===== src/rtl/oc8051_xram_pkg.sv =====
//============================================================================
// Module   : oc8051_xram_pkg
// Purpose  : Shared types and constants for the XRAM arbiter: FSM state
//            encoding, page-table / illegal-access register window bounds,
//            accesser-id width and address-region decode helpers.
// Revision : 1.0 - initial release
//============================================================================
`default_nettype none

package oc8051_xram_pkg;

    // Width of the accesser id reported to the page table
    localparam int SRC_W = 3;

    // Register windows routed to the page table instead of XRAM
    localparam logic [15:0] PT_WR_START = 16'hFF80;
    localparam logic [15:0] PT_RD_END   = 16'hFFBF;
    localparam logic [15:0] IA_START    = 16'hFFC0;
    localparam logic [15:0] IA_END      = 16'hFFC3;

    typedef enum logic [2:0] {
        IDLE  = 3'd0,
        CHECK = 3'd1,
        MEM   = 3'd2,
        REG   = 3'd3,
        RESP  = 3'd4,
        ERR   = 3'd5
    } state_t;

    function automatic logic is_pt(input logic [15:0] a);
        return (a >= PT_WR_START) && (a <= PT_RD_END);
    endfunction

    function automatic logic is_ia(input logic [15:0] a);
        return (a >= IA_START) && (a <= IA_END);
    endfunction

    function automatic logic is_reg(input logic [15:0] a);
        return is_pt(a) || is_ia(a);
    endfunction

endpackage

`default_nettype wire


===== src/rtl/oc8051_rr_arbiter.sv =====
//============================================================================
// Module   : oc8051_rr_arbiter
// Purpose  : Combinational round-robin request picker. The search starts at
//            i_ptr and wraps modulo NUM_MST; the first asserted request wins.
// Ports    : i_req   - request vector, one bit per master
//            i_ptr   - index where the search starts
//            o_grant - winning master index
//            o_valid - at least one request present
// Revision : 1.0 - initial release
//============================================================================
`default_nettype none

module oc8051_rr_arbiter
    import oc8051_xram_pkg::*;
#(
    parameter int NUM_MST = 4
) (
    input  logic [NUM_MST-1:0] i_req,
    input  logic [SRC_W-1:0]   i_ptr,
    output logic [SRC_W-1:0]   o_grant,
    output logic               o_valid
);

    // Doubling the request vector turns the wrap-around search into a
    // plain shift: bit k of the shifted vector is master (ptr + k) mod N.
    logic [2*NUM_MST-1:0] w_dbl;
    int                   w_sum;

    assign w_dbl = {i_req, i_req} >> i_ptr;

    always_comb begin
        o_grant = '0;
        o_valid = 1'b0;
        w_sum   = 0;
        // Walk from the far end so the nearest request to i_ptr is the
        // last assignment and therefore wins.
        for (int k = NUM_MST - 1; k >= 0; k--) begin
            if (w_dbl[k]) begin
                w_sum = int'(i_ptr) + k;
                if (w_sum >= NUM_MST) begin
                    w_sum = w_sum - NUM_MST;
                end
                o_grant = SRC_W'(w_sum);
                o_valid = 1'b1;
            end
        end
    end

endmodule

`default_nettype wire


===== src/rtl/oc8051_xram_arbiter.sv =====
//============================================================================
// Module   : oc8051_xram_arbiter
// Purpose  : Arbitrates XRAM requests from NUM_MST masters onto one XRAM
//            port. Memory accesses are first permission-checked by the page
//            table (one CHECK cycle); denied ones complete with m_err.
//            Accesses to 0xFF80-0xFFC3 go to the page-table / illegal-access
//            register strobes without a permission check.
// Ports    : m_*       - per-master request side (stb/wr/addr/wdata in,
//                        ack/err pulses and shared rdata out)
//            chk_*     - page-table access-check interface
//            pt_*/ia_* - page-table and illegal-access register strobes
//            mem_*     - XRAM port
// Options  : OC8051_XRAM_ARB_TIMEOUT_EN - when defined, MEM and REG give up
//            after TIMEOUT cycles without an ack and complete with m_err.
// Revision : 1.0 - initial release
//============================================================================
`default_nettype none

module oc8051_xram_arbiter
    import oc8051_xram_pkg::*;
#(
    parameter int NUM_MST = 4,
    parameter int TIMEOUT = 255
) (
    input  logic                   clk,
    input  logic                   rst,
    input  logic [NUM_MST-1:0]     m_stb,
    input  logic [NUM_MST-1:0]     m_wr,
    input  logic [16*NUM_MST-1:0]  m_addr,
    input  logic [8*NUM_MST-1:0]   m_wdata,
    output logic [NUM_MST-1:0]     m_ack,
    output logic [NUM_MST-1:0]     m_err,
    output logic [7:0]             m_rdata,
    output logic [15:0]            chk_addr,
    output logic                   chk_wr,
    output logic                   chk_stb,
    output logic [SRC_W-1:0]       chk_src,
    input  logic                   chk_wr_en,
    input  logic                   chk_rd_en,
    output logic                   pt_stb,
    output logic                   ia_stb,
    input  logic                   pt_ack,
    input  logic                   ia_ack,
    input  logic [7:0]             pt_rdata,
    input  logic [7:0]             ia_rdata,
    output logic                   mem_stb,
    output logic                   mem_wr,
    output logic [15:0]            mem_addr,
    output logic [7:0]             mem_wdata,
    input  logic [7:0]             mem_rdata,
    input  logic                   mem_ack
);

    state_t             r_state;
    state_t             w_state_nxt;
    logic [SRC_W-1:0]   r_rr_ptr;
    logic [SRC_W-1:0]   r_cur_src;
    logic               r_cur_wr;
    logic [15:0]        r_cur_addr;
    logic [7:0]         r_cur_wdata;
    logic [15:0]        r_chk_addr;
    logic               r_chk_wr;
    logic [SRC_W-1:0]   r_chk_src;
    logic [7:0]         r_rdata;

    logic [SRC_W-1:0]   w_gnt;
    logic               w_gnt_valid;
    logic               w_gnt_wr;
    logic [15:0]        w_gnt_addr;
    logic [7:0]         w_gnt_wdata;
    logic               w_gnt_reg;
    logic               w_perm;
    logic               w_cur_ia;
    logic               w_reg_ack;
    logic [7:0]         w_reg_rdata;
    logic               w_tmo;

    oc8051_rr_arbiter #(
        .NUM_MST (NUM_MST)
    ) u_rr (
        .i_req   (m_stb),
        .i_ptr   (r_rr_ptr),
        .o_grant (w_gnt),
        .o_valid (w_gnt_valid)
    );

    // Select the granted master's request fields
    always_comb begin
        w_gnt_wr    = 1'b0;
        w_gnt_addr  = '0;
        w_gnt_wdata = '0;
        for (int i = 0; i < NUM_MST; i++) begin
            if (w_gnt == SRC_W'(i)) begin
                w_gnt_wr    = m_wr[i];
                w_gnt_addr  = m_addr[16*i +: 16];
                w_gnt_wdata = m_wdata[8*i +: 8];
            end
        end
    end

    assign w_gnt_reg   = is_reg(w_gnt_addr);
    assign w_cur_ia    = is_ia(r_cur_addr);
    assign w_reg_ack   = w_cur_ia ? ia_ack : pt_ack;
    assign w_reg_rdata = w_cur_ia ? ia_rdata : pt_rdata;

`ifdef OC8051_XRAM_ARB_TIMEOUT_EN
    logic [7:0] r_tmo;

    // Counter sits at zero outside MEM/REG, so it is clear on entry
    always_ff @(posedge clk) begin
        if (rst) begin
            r_tmo <= '0;
        end else if ((r_state == MEM) || (r_state == REG)) begin
            r_tmo <= r_tmo + 8'd1;
        end else begin
            r_tmo <= '0;
        end
    end

    // Fires in the TIMEOUT-th waiting cycle, so MEM/REG last TIMEOUT cycles
    assign w_tmo = (r_tmo == 8'(TIMEOUT - 1));
`else
    logic w_unused_timeout;
    assign w_unused_timeout = (TIMEOUT == 0);
    assign w_tmo            = 1'b0;
`endif

    // Next-state and strobe decode
    always_comb begin
        w_state_nxt = r_state;
        w_perm      = 1'b0;
        chk_stb     = 1'b0;
        pt_stb      = 1'b0;
        ia_stb      = 1'b0;
        mem_stb     = 1'b0;
        case (r_state)
            IDLE: begin
                if (w_gnt_valid) begin
                    w_state_nxt = w_gnt_reg ? REG : CHECK;
                end
            end
            CHECK: begin
                chk_stb     = 1'b1;
                w_perm      = r_cur_wr ? chk_wr_en : chk_rd_en;
                w_state_nxt = w_perm ? MEM : ERR;
            end
            MEM: begin
                mem_stb = 1'b1;
                if (mem_ack) begin
                    w_state_nxt = RESP;
                end else if (w_tmo) begin
                    w_state_nxt = ERR;
                end
            end
            REG: begin
                pt_stb = !w_cur_ia;
                ia_stb = w_cur_ia;
                if (w_reg_ack) begin
                    w_state_nxt = RESP;
                end else if (w_tmo) begin
                    w_state_nxt = ERR;
                end
            end
            RESP:    w_state_nxt = IDLE;
            ERR:     w_state_nxt = IDLE;
            default: w_state_nxt = IDLE;
        endcase
    end

    always_ff @(posedge clk) begin
        if (rst) begin
            r_state     <= IDLE;
            r_rr_ptr    <= '0;
            r_cur_src   <= '0;
            r_cur_wr    <= 1'b0;
            r_cur_addr  <= '0;
            r_cur_wdata <= '0;
            r_chk_addr  <= '0;
            r_chk_wr    <= 1'b0;
            r_chk_src   <= '0;
            r_rdata     <= '0;
        end else begin
            r_state <= w_state_nxt;
            if ((r_state == IDLE) && w_gnt_valid) begin
                r_cur_src   <= w_gnt;
                r_cur_wr    <= w_gnt_wr;
                r_cur_addr  <= w_gnt_addr;
                r_cur_wdata <= w_gnt_wdata;
                r_rr_ptr    <= (w_gnt == SRC_W'(NUM_MST - 1)) ? '0 : w_gnt + 3'd1;
                // Loading the check outputs at grant makes them valid during
                // CHECK and keeps them stable through REG accesses.
                if (!w_gnt_reg) begin
                    r_chk_addr <= w_gnt_addr;
                    r_chk_wr   <= w_gnt_wr;
                    r_chk_src  <= w_gnt;
                end
            end
            if ((r_state == MEM) && mem_ack) begin
                r_rdata <= mem_rdata;
            end else if ((r_state == REG) && w_reg_ack) begin
                r_rdata <= w_reg_rdata;
            end else if (w_state_nxt == ERR) begin
                r_rdata <= '0;
            end
        end
    end

    // Completion pulses go to the master that owns the transaction
    always_comb begin
        m_ack = '0;
        m_err = '0;
        for (int i = 0; i < NUM_MST; i++) begin
            m_ack[i] = (r_state == RESP) && (r_cur_src == SRC_W'(i));
            m_err[i] = (r_state == ERR)  && (r_cur_src == SRC_W'(i));
        end
    end

    assign m_rdata   = r_rdata;
    assign chk_addr  = r_chk_addr;
    assign chk_wr    = r_chk_wr;
    assign chk_src   = r_chk_src;
    assign mem_wr    = r_cur_wr;
    assign mem_addr  = r_cur_addr;
    assign mem_wdata = r_cur_wdata;

endmodule

`default_nettype wire


===== config.mk =====
export PLATFORM = sky130hd
export DESIGN_NAME = oc8051_xram_arbiter
export DESIGN_NICKNAME = d
export VERILOG_FILES = /design/src/rtl/oc8051_xram_pkg.sv /design/src/rtl/oc8051_rr_arbiter.sv /design/src/rtl/oc8051_xram_arbiter.sv
export SDC_FILE = /design/constraint.sdc
export NUM_CORES = 1
export LEC_CHECK = 0
export ABC_CLOCK_PERIOD_IN_PS = 5400
export CAP_MARGIN = 20
export CORE_MARGIN = 5
export CORE_UTILIZATION = 39
export DETAILED_ROUTE_END_ITERATION = 6
export HOLD_SLACK_MARGIN = 0.12
export PLACE_DENSITY_LB_ADDON = 0.2
export SLEW_MARGIN = 20
export SYNTH_ARGS = -nofsm -noshare
export SYNTH_HDL_FRONTEND = slang
export SYNTH_SLANG_ARGS = --single-unit

===== constraint.sdc =====
create_clock -name clk -period 5.4 [get_ports clk]
set_clock_uncertainty 0.05 [all_clocks]
set_input_delay 1.08 -clock clk [delete_from_list [all_inputs] [get_ports clk]]
set_output_delay 1.08 -clock clk [all_outputs]
set_load 0.03 [all_outputs]

==> results.txt, run 1 <==
The global placer's final weighted congestion is 0.970. For this block, the via count after detailed routing is 4248. The most frequent cell on the critical path was sky130_fd_sc_hd__or2_1. The critical path starts at m_stb[2].

In this run, CTS created clock tree buffers numbering 9. The run gives 0 as the yosys synthesis warning count. For the combinational group share of total power, the log shows 70.7%. Global routing finished with a remaining overflow of 0. The effective utilization at floorplan was 39.9%; the area growth from synthesis to layout was 64.9%. Entering global routing, the biggest net connects 57 pins.

Synthesis produced 454 cells. The endpoint of the worst setup timing path was chk_addr[15]. The first global-routing pass estimated 21200 um of wire. Summed over all nets, the switching power comes to 1970 uW. The later-pin clock latency in the skew report is 0.34 ns. The logs give 19.7% for the sequential power share and 8680 um^2 for the placeable core area. In this run the tool buffered the top-level ports with 199 buffer cells. The share of final-layout standard cells stronger than drive strength 1 is 7.29%, and the power share of the clock group is 9.6%. The first TritonRoute pass finished after 5 iterations.

The worst flop-to-flop path endpoint was chk_addr[15]. Counting the fill cells in the layout gives 759. The run gives 0 as the quantity of gates resized following cts. The number of global-route vias before repair was 4233; the final wirelength was 13500 um. Across the VDD grid, the largest voltage drop is 0.374 mV.

Setup repair after global routing left no endpoint under its margin. In the global route stage, met3 resource usage came out at 7.82%. For the number of slew-limit violations in the final report, the log shows 0. The run gives 3460 um^2 as the cell area after synthesis. The internal portion of the total power is 1900 uW. The global routing stage identified its most utilized layer as met2. Across the run, the number of max-cap violations was 0.

For the placement row count, the log shows 34. For this run, the leading register cell type out of synthesis is sky130_fd_sc_hd__dfxtp_1. The setup path with the least slack is of type input pin to flop. The signal on the critical path passes through clkdlybuf4s50_1 > nor2b_1 > a21oi_1 > o211ai_1 > nand2_1 > mux2_2 > inv_1 > ha_1 > or2_1 > buf_4 > a221o_1 > o221ai_1 > or4_4 > o31a_1 > or2_1 > o221a_1. In the final routed layout, each cell accounts on average for 17.9 um. The count of clock tree sinks is 62, and the number of enable flip-flop cells after synthesis is 0.

Net switching is 50.9% of the power. The final hold violation count was 0. The tools report the reg-to-reg startpoint as r_rr_ptr[0].

The critical path data arrival time is 5.16 ns, and the time the worst path needs with I/O delays and setup is 4.97 ns. Summed over all cells, the static leakage comes to 0.00212 uW. Across all register-to-register paths, the minimum setup slack is 1.00 ns. Counting along the longest clock path gives a buffer depth of 2. The number of antenna violations at the first check in global routing is 0. The peak per-stage delay on the critical path was 0.58 ns. Averaged over all synthesized cells, the footprint is 7.63 um^2. The register bit count reported by yosys was 62; the all-layer global routing usage was 23.7%. TritonCTS built the clock tree. Summed over all nets, the half-perimeter wirelength after detailed placement is 10700 um. The repair_antennas step left the layout with diodes totalling 0.

Share of synthesized flip-flops with an asynchronous set or reset: 0%. For the number of ports placed on the die boundary, the log shows 200. The total DRC errors in the routed layout was 0; the vias per cell was 5.64. Measured on the finished design, the core utilization comes to 65.8%. For this run, global-route usage on met2 was measured as 40.1%. In this run the tightest slew margin relative to its limit is 29.7%. The final critical path takes up 92.1% of the cycle. The logs give 594 for the post-synth net total and 0 for the number of hold-repair buffers added at the cts stage. Number of cells traversed by the worst register-to-register path: 16.

The final layout net count is 780. Required time at the endpoint of the critical path: 5.59 ns. Dividing total power by cell area gives a power density of 678 nW/um^2.

The tools report the category of the worst setup path capture point as a flop. The buffer type at the clock tree root was sky130_fd_sc_hd__clkbuf_8. Along the worst path, the maximum fanout reaches 11. CTS built an H-tree with a depth of 3.

The overall die height came out at 104 um. The initial DRC count was 296. At the pin with the least slew margin, the transition time is 1.05 ns.

The floorplan die width was 104 um. Clock-pin slew was measured on the worst setup and hold paths at 0.08 ns. The tools report the kind of start point of the critical path as an input pin.

Worst min-delay path category: flop to flop. The logs give 10900 um^2 for the die outline area and 57 for the count of different cell masters after synthesis. The slowest stage of the critical path belongs to the cell sky130_fd_sc_hd__or4_4. The flow ran to the end, and the final reports show no timing, DRC or antenna violations. The sequential fraction of the synthesis area is 35.9%, and the maximum clock rate is 201 MHz.

The count of nets left with antenna violations once routing finished came out at 0. Met1 track utilization from global routing: 28.1%. The number of post-CTS setup repair buffers was 0; the setup violation total in the final timing report was 0. The setup TNS was 0 ns.
layer usage:
layer | part of all wire, % | vias up
met5 | 0 | -
met4 | 2.8 | 0
met3 | 9.0 | 28
met2 | 49 | 213
met1 | 39 | 1962
li1 | - | 2045
cell families (layout without fill, tap and decap cells):
group	after synthesis	count (layout)	share of synthesized area (%)
AOI/OAI and AO/OA	152	152	30.3
adders and majority gates	5	5	1.81
buffers and inverters	53	244	6.72
DFF	62	62	35.9
muxes	3	3	0.940
and+or+nand+nor	179	179	24.4
cell usage in the layout, fill, tap and decap left out, types with 4 or more instances in the layout:
cell	netlist	final
sky130_fd_sc_hd__clkdlybuf4s50_1	0	198
sky130_fd_sc_hd__nor2_1	74	74
sky130_fd_sc_hd__nor2b_1	4	4
sky130_fd_sc_hd__a22oi_1	14	14
sky130_fd_sc_hd__a211oi_2	4	4
sky130_fd_sc_hd__buf_4	2	17
sky130_fd_sc_hd__nor3_1	23	23
sky130_fd_sc_hd__inv_1	11	11
sky130_fd_sc_hd__a222oi_1	8	8
sky130_fd_sc_hd__and2_1	4	4
sky130_fd_sc_hd__o21ai_1	12	12
sky130_fd_sc_hd__nand3_1	10	10
sky130_fd_sc_hd__ha_1	5	5
sky130_fd_sc_hd__o211ai_1	10	10
sky130_fd_sc_hd__dfxtp_1	62	62
sky130_fd_sc_hd__o22ai_1	5	5
sky130_fd_sc_hd__a221o_1	9	9
sky130_fd_sc_hd__a221oi_1	5	5
sky130_fd_sc_hd__a211oi_1	8	8
sky130_fd_sc_hd__a21oi_1	38	38
sky130_fd_sc_hd__clkbuf_8	0	9
sky130_fd_sc_hd__o221ai_1	7	7
sky130_fd_sc_hd__o21ai_0	20	20
sky130_fd_sc_hd__nand2_1	36	36
sequential cells by signal (all words and copies together) (netlist names), 3 cells and up:
signal,cells
r_state,3
m_rdata,8
chk_addr,16
mem_wdata,8
mem_addr,16
r_rr_ptr,3
chk_src,3
r_cur_src,3
worst min-delay path by stage:
stage | startpoint | endpoint | slack, ns | cells after the start
floorplan | r_cur_src[2] | r_cur_src[2] | 0.41 | 1
global placement | chk_addr[8] | chk_addr[8] | 0.39 | 2
detailed placement | chk_addr[3] | chk_addr[3] | 0.40 | 2
CTS | chk_addr[3] | chk_addr[3] | 0.41 | 2
global route | chk_addr[3] | chk_addr[3] | 0.43 | 2
finish | chk_wr | chk_wr | 0.41 | 2
stage by stage:
step	hold WS, ns	power, uW	setup slack (ns)	area (um^2)	cells
2_1_floorplan	0.410	2600	0.901	3460	454
3_3_place_gp	0.387	3400	0.289	5530	737
6_report	0.409	3870	0.426	5710	753
3_5_place_dp	0.397	3470	0.101	5530	737
5_1_grt	0.434	4160	0.207	5710	753
4_1_cts	0.410	3850	0.468	5710	753
cells in the mapped netlist (all sizes together), types with 5 or more instances:
master	n	area, um^2
o211ai	10	75.1
ha	5	62.6
o221ai	7	61.3
nand2	36	135
a21oi	38	190
dfxtp	62	1240
nor3	23	115
nand3	10	50.1
a222oi	8	80.1
o22ai	5	31.3
inv	12	45.0
buf	13	82.6
o21ai	32	160
a22oi	14	105
a221oi	5	43.8
a221o	9	90.1
nor2b	5	38.8
nor2	74	278
clkbuf	28	105
a211oi	12	110
worst max-delay path: cells and delay by family:
family                     cells  cell delay [ns]
AOI/OAI and AO/OA              6             1.22
muxes                          1             0.38
and+or+nand+nor                5             1.43
buffers and inverters          3             0.82
adders and majority gates      1             0.21
area by class of cell:
class | count | area (um^2) | area share (%)
timing repair buffer | 216 | 2110 | 37.0
multi-input combinational | 339 | 1990 | 34.9
sequential | 62 | 1240 | 21.7
tap | 108 | 135 | 2.37
clock buffer | 9 | 124 | 2.17
clock inverter | 7 | 55.1 | 0.964
inverter | 12 | 45.0 | 0.789
power groups by stage:
stage / Clock, uW / Combinational, uW / Sequential [uW]
after detailed placement: 0 / 2700 / 767
after CTS: 376 / 2710 / 759
after floorplan: 0 / 1600 / 995
after global placement: 0 / 2640 / 759
after global routing: 404 / 2980 / 783
final: 371 / 2740 / 761
Power figures use the tool's default switching activity.
==> run 2, diff against run 1 <==
- TNS_END_PERCENT: unset -> 30
==> results of run 2 <==
Same layout as run 1: the final DEF is identical, and so are final timing and power.
==> run 3, diff against run 2 <==
- ABC_CLOCK_PERIOD_IN_PS: 5400 -> 6000
- CORE_UTILIZATION: 39 -> 41
- clock period: 5.4 -> 6 ns (I/O delays scaled with it)
==> run 3 against run 2 <==
Count of clock-buffer cells in the layout did not move. Combinational power fell by 13%. Routed wire length fell by 1.5%. Highest routed layer unchanged. Clock power rose by 2%. First-iteration DRC count fell by 8.4%. Critical path type unchanged. Critical path depth fell by 1. Hold slack got worse by 0.0065 ns. Register-to-register slack improved by 0.45 ns. Die area fell by 4.4%. Critical endpoint unchanged. Cell count fell by 1.3%. Setup slack improved by 0.36 ns.
==> results.txt, run 3 (synthesis gave the netlist of run 1 again) <==
Number of post-CTS setup repair buffers: 0 (unchanged). Quantity of gates resized following cts: 0 (unchanged). STA classifies the critical path endpoint as a flop. The final wirelength was 13300 um (-1.5%); the placeable core area was 8220 um^2 (-5.3%). Overall die height: 102 um (-2.2%).

The worst register-to-register path begins at r_rr_ptr[0]. The number of global-route vias before repair was 3921 (-7.4%); the number of clock buffers inserted by TritonCTS was 9 (unchanged). The time the worst path needs with I/O delays and setup is 5.22 ns. Global-route congestion overflow total: 0 (unchanged). On the critical path, the stage with the largest delay is an instance of sky130_fd_sc_hd__or4_4. The worst setup path is launched from an input pin. Type of the worst setup path: input pin to flop. The post-placement worst setup slack is 0.476 ns (+0.375 ns), and the filler cell count in the final layout is 696 (-8.3%). For the all-layer global routing usage, the log shows 24.8% (+1.1 points). The floorplan die width is 102 um (-2.2%), and the number of nets still failing antenna checks after routing is 0 (unchanged). The critical path goes through clkdlybuf4s50_1 > nor2b_1 > a21oi_1 > o211ai_1 > nand2_1 > mux2_2 > inv_1 > ha_1 > or2_1 > a31oi_1 > a211o_1 > or4_4 > o31a_1 > or2_1 > o221a_1. The peak per-stage delay on the critical path works out to 0.55 ns (-0.03 ns).

The area occupied by multi-input gates came out at 1990 um^2 (unchanged). The setup violation total in the final timing report is 0 (unchanged). The post-placement cell count was 727 (-1.4%); the mean routed wirelength per cell was 17.9 um (-0.22%). Via count of the routed design: 4159 (-2.1%).

The tools report the area used by sequential logic in the layout as 1240 um^2 (unchanged). The tools report the number of ports placed on the die boundary as 200 (unchanged). The tools report the depth of the CTS H-tree as 3 (unchanged). In the layout the commonest cells are sky130_fd_sc_hd__clkdlybuf4s50_1 (198), sky130_fd_sc_hd__nor2_1 (74), sky130_fd_sc_hd__dfxtp_1 (62), sky130_fd_sc_hd__a21oi_1 (38), sky130_fd_sc_hd__nand2_1 (36).

The final hold violation count came out at 0 (unchanged). The tools report the number of hold-repair buffers added at the cts stage as 0 (unchanged). Final worst setup slack: 0.781 ns (+0.355 ns). For the maximum ir drop on the vdd rail, the log shows 0.324 mV (-13%).

The start point of the worst hold path was chk_addr[5]. Final non-filler cell total: 743 (-1.3%). The maximum clock path buffer count is 2 (unchanged).

The number of slew-limit violations in the final report is 0 (unchanged). For the final core utilization, the log shows 69.1% (+3.3 points). TritonCTS built the clock tree. The critical path data arrival time was 5.41 ns (+0.25 ns); the period utilization was 87.0%.

Setup repair after global routing left no endpoint under its margin. The wire length of the first global-routing pass is 20000 um (-5.5%). From synthesis to final layout, the design area changed by 64.0%.

The logs give 0 (unchanged) for the max-capacitance violation count and 0.34 ns (about the same) for the later-pin clock latency in the skew report. The initial DRC count was 271 (-8.4%); the measured slew at the worst slew-check pin was 1.03 ns (-0.0125 ns). For the total DRC errors in the routed layout, the log shows 0 (unchanged).

The placement row count is 33 (-2.9%), and the top fanout value on the critical path is 13 (+2). The logs give 0.981 (+1.1%) for the global placer's final weighted congestion and 5 (unchanged) for the number of iterations in the first detailed-routing pass. The total half-perimeter wirelength after legalization and detailed placement came out at 10400 um (-3.4%).

The tools report the effective utilization at floorplan as 42.1% (+2.2 points). The maximum clock rate was 192 MHz. The vias per cell was 5.60 (-0.78%).

For the setup TNS, the log shows 0 ns (unchanged). The count of clock tree sinks came out at 62 (unchanged). The library cell used most frequently in the layout, excluding fill and tap cells, is sky130_fd_sc_hd__clkdlybuf4s50_1. The count of buffer and inverter cells on the critical path was 2 (-1). The cell leakage power was 0.00209 uW (-1.1%).

The final layout net count is 773 (-0.90%), and the diode insertion count for antenna repair is 0 (unchanged). The power per unit of standard cell area works out to 608 nW/um^2 (-10%). The tools report the maximum number of pins on one net before global-route repair as 58 (+1.8%).

The tools report the number of antenna violations at the first check in global routing as 0 (unchanged). Most frequent cell on the critical path: sky130_fd_sc_hd__or2_1. For the die outline area, the log shows 10400 um^2 (-4.4%). The share of final-layout standard cells stronger than drive strength 1 came out at 6.27% (-1.0 points). The worst hold margin came out at 0.402 ns (-0.00653 ns). Category of cells accounting for the largest share of critical-path delay: simple AND/OR/NAND/NOR gates. The remaining max-slew budget at the tightest pin came out at 30.5% (+0.84 points).

In this run the worst hold path is classified as flop to flop. The tools report the required time at the endpoint of the critical path as 6.19 ns (+0.60 ns). The start point of the critical path was m_stb[2]. The clock transition at the registers of the reported paths is 0.08 ns (about the same).

CTS placed an instance of sky130_fd_sc_hd__clkbuf_8 at the clock tree root. The flow ran to the end, and the final reports show no timing, DRC or antenna violations. Total of buffers placed on input and output ports: 199 (unchanged).
[run 3: worst paths after layout]
kind                  endpoint  slack (ns)  cells after the start
hold / removal     chk_addr[5]        0.40                      2
setup reg to reg  chk_addr[15]        1.45                     15
hold reg to reg    chk_addr[5]        0.40                      2
setup / recovery  chk_addr[15]        0.78                     15
[run 3: report_power, final]
group,leakage (uW),total [uW],internal [uW],switching [uW]
combinational,0.00149,2390,940,1450
sequential,0.000511,683,567,116
clock,0.0000968,379,197,182
total,0.00209,3450,1700,1750
[run 3: final cells by class]
| class | instances | share of cell area (%) |
|---|---|---|
| inverters | 12 | 0.793 |
| clock buffers | 9 | 2.18 |
| clock inverters | 7 | 1.41 |
| repair buffers | 209 | 36.3 |
| multi-input cells | 339 | 35.1 |
| flip-flops and latches | 62 | 21.9 |
| well taps | 105 | 2.31 |
[run 3: layer usage]
metal | global-route usage [%] | part of all wire [%] | up-vias
met1 | 31.6 | 40 | 1930
li1 | - | - | 2029
met2 | 40.2 | 49 | 179
met3 | 7.44 | 8.4 | 21
met4 | 8.48 | 1.9 | 0
met5 | 0 | 0 | -
[run 3: worst reg2reg max path, cell delays in order, from the launching register on]
cell and delay [ns]:
sky130_fd_sc_hd__dfxtp_1 0.49, sky130_fd_sc_hd__inv_1 0.14, sky130_fd_sc_hd__ha_1 0.36, sky130_fd_sc_hd__nor4_1 0.23, sky130_fd_sc_hd__a21oi_1 0.06, sky130_fd_sc_hd__nor2_1 0.09
sky130_fd_sc_hd__nor2_1 0.11, sky130_fd_sc_hd__inv_1 0.11, sky130_fd_sc_hd__ha_1 0.37, sky130_fd_sc_hd__nand2b_1 0.45, sky130_fd_sc_hd__o22ai_1 0.15, sky130_fd_sc_hd__a211o_1 0.30
sky130_fd_sc_hd__or4_4 0.55, sky130_fd_sc_hd__o31a_1 0.30, sky130_fd_sc_hd__or2_1 0.39, sky130_fd_sc_hd__o221a_1 0.29
[run 3: through the flow]
stage          power (uW)  instance area, um^2
6_report             3450                 5680
5_1_grt              3700                 5680
4_1_cts              3430                 5680
3_5_place_dp         3050                 5470
3_3_place_gp         3000                 5470
2_1_floorplan        2340                 3460
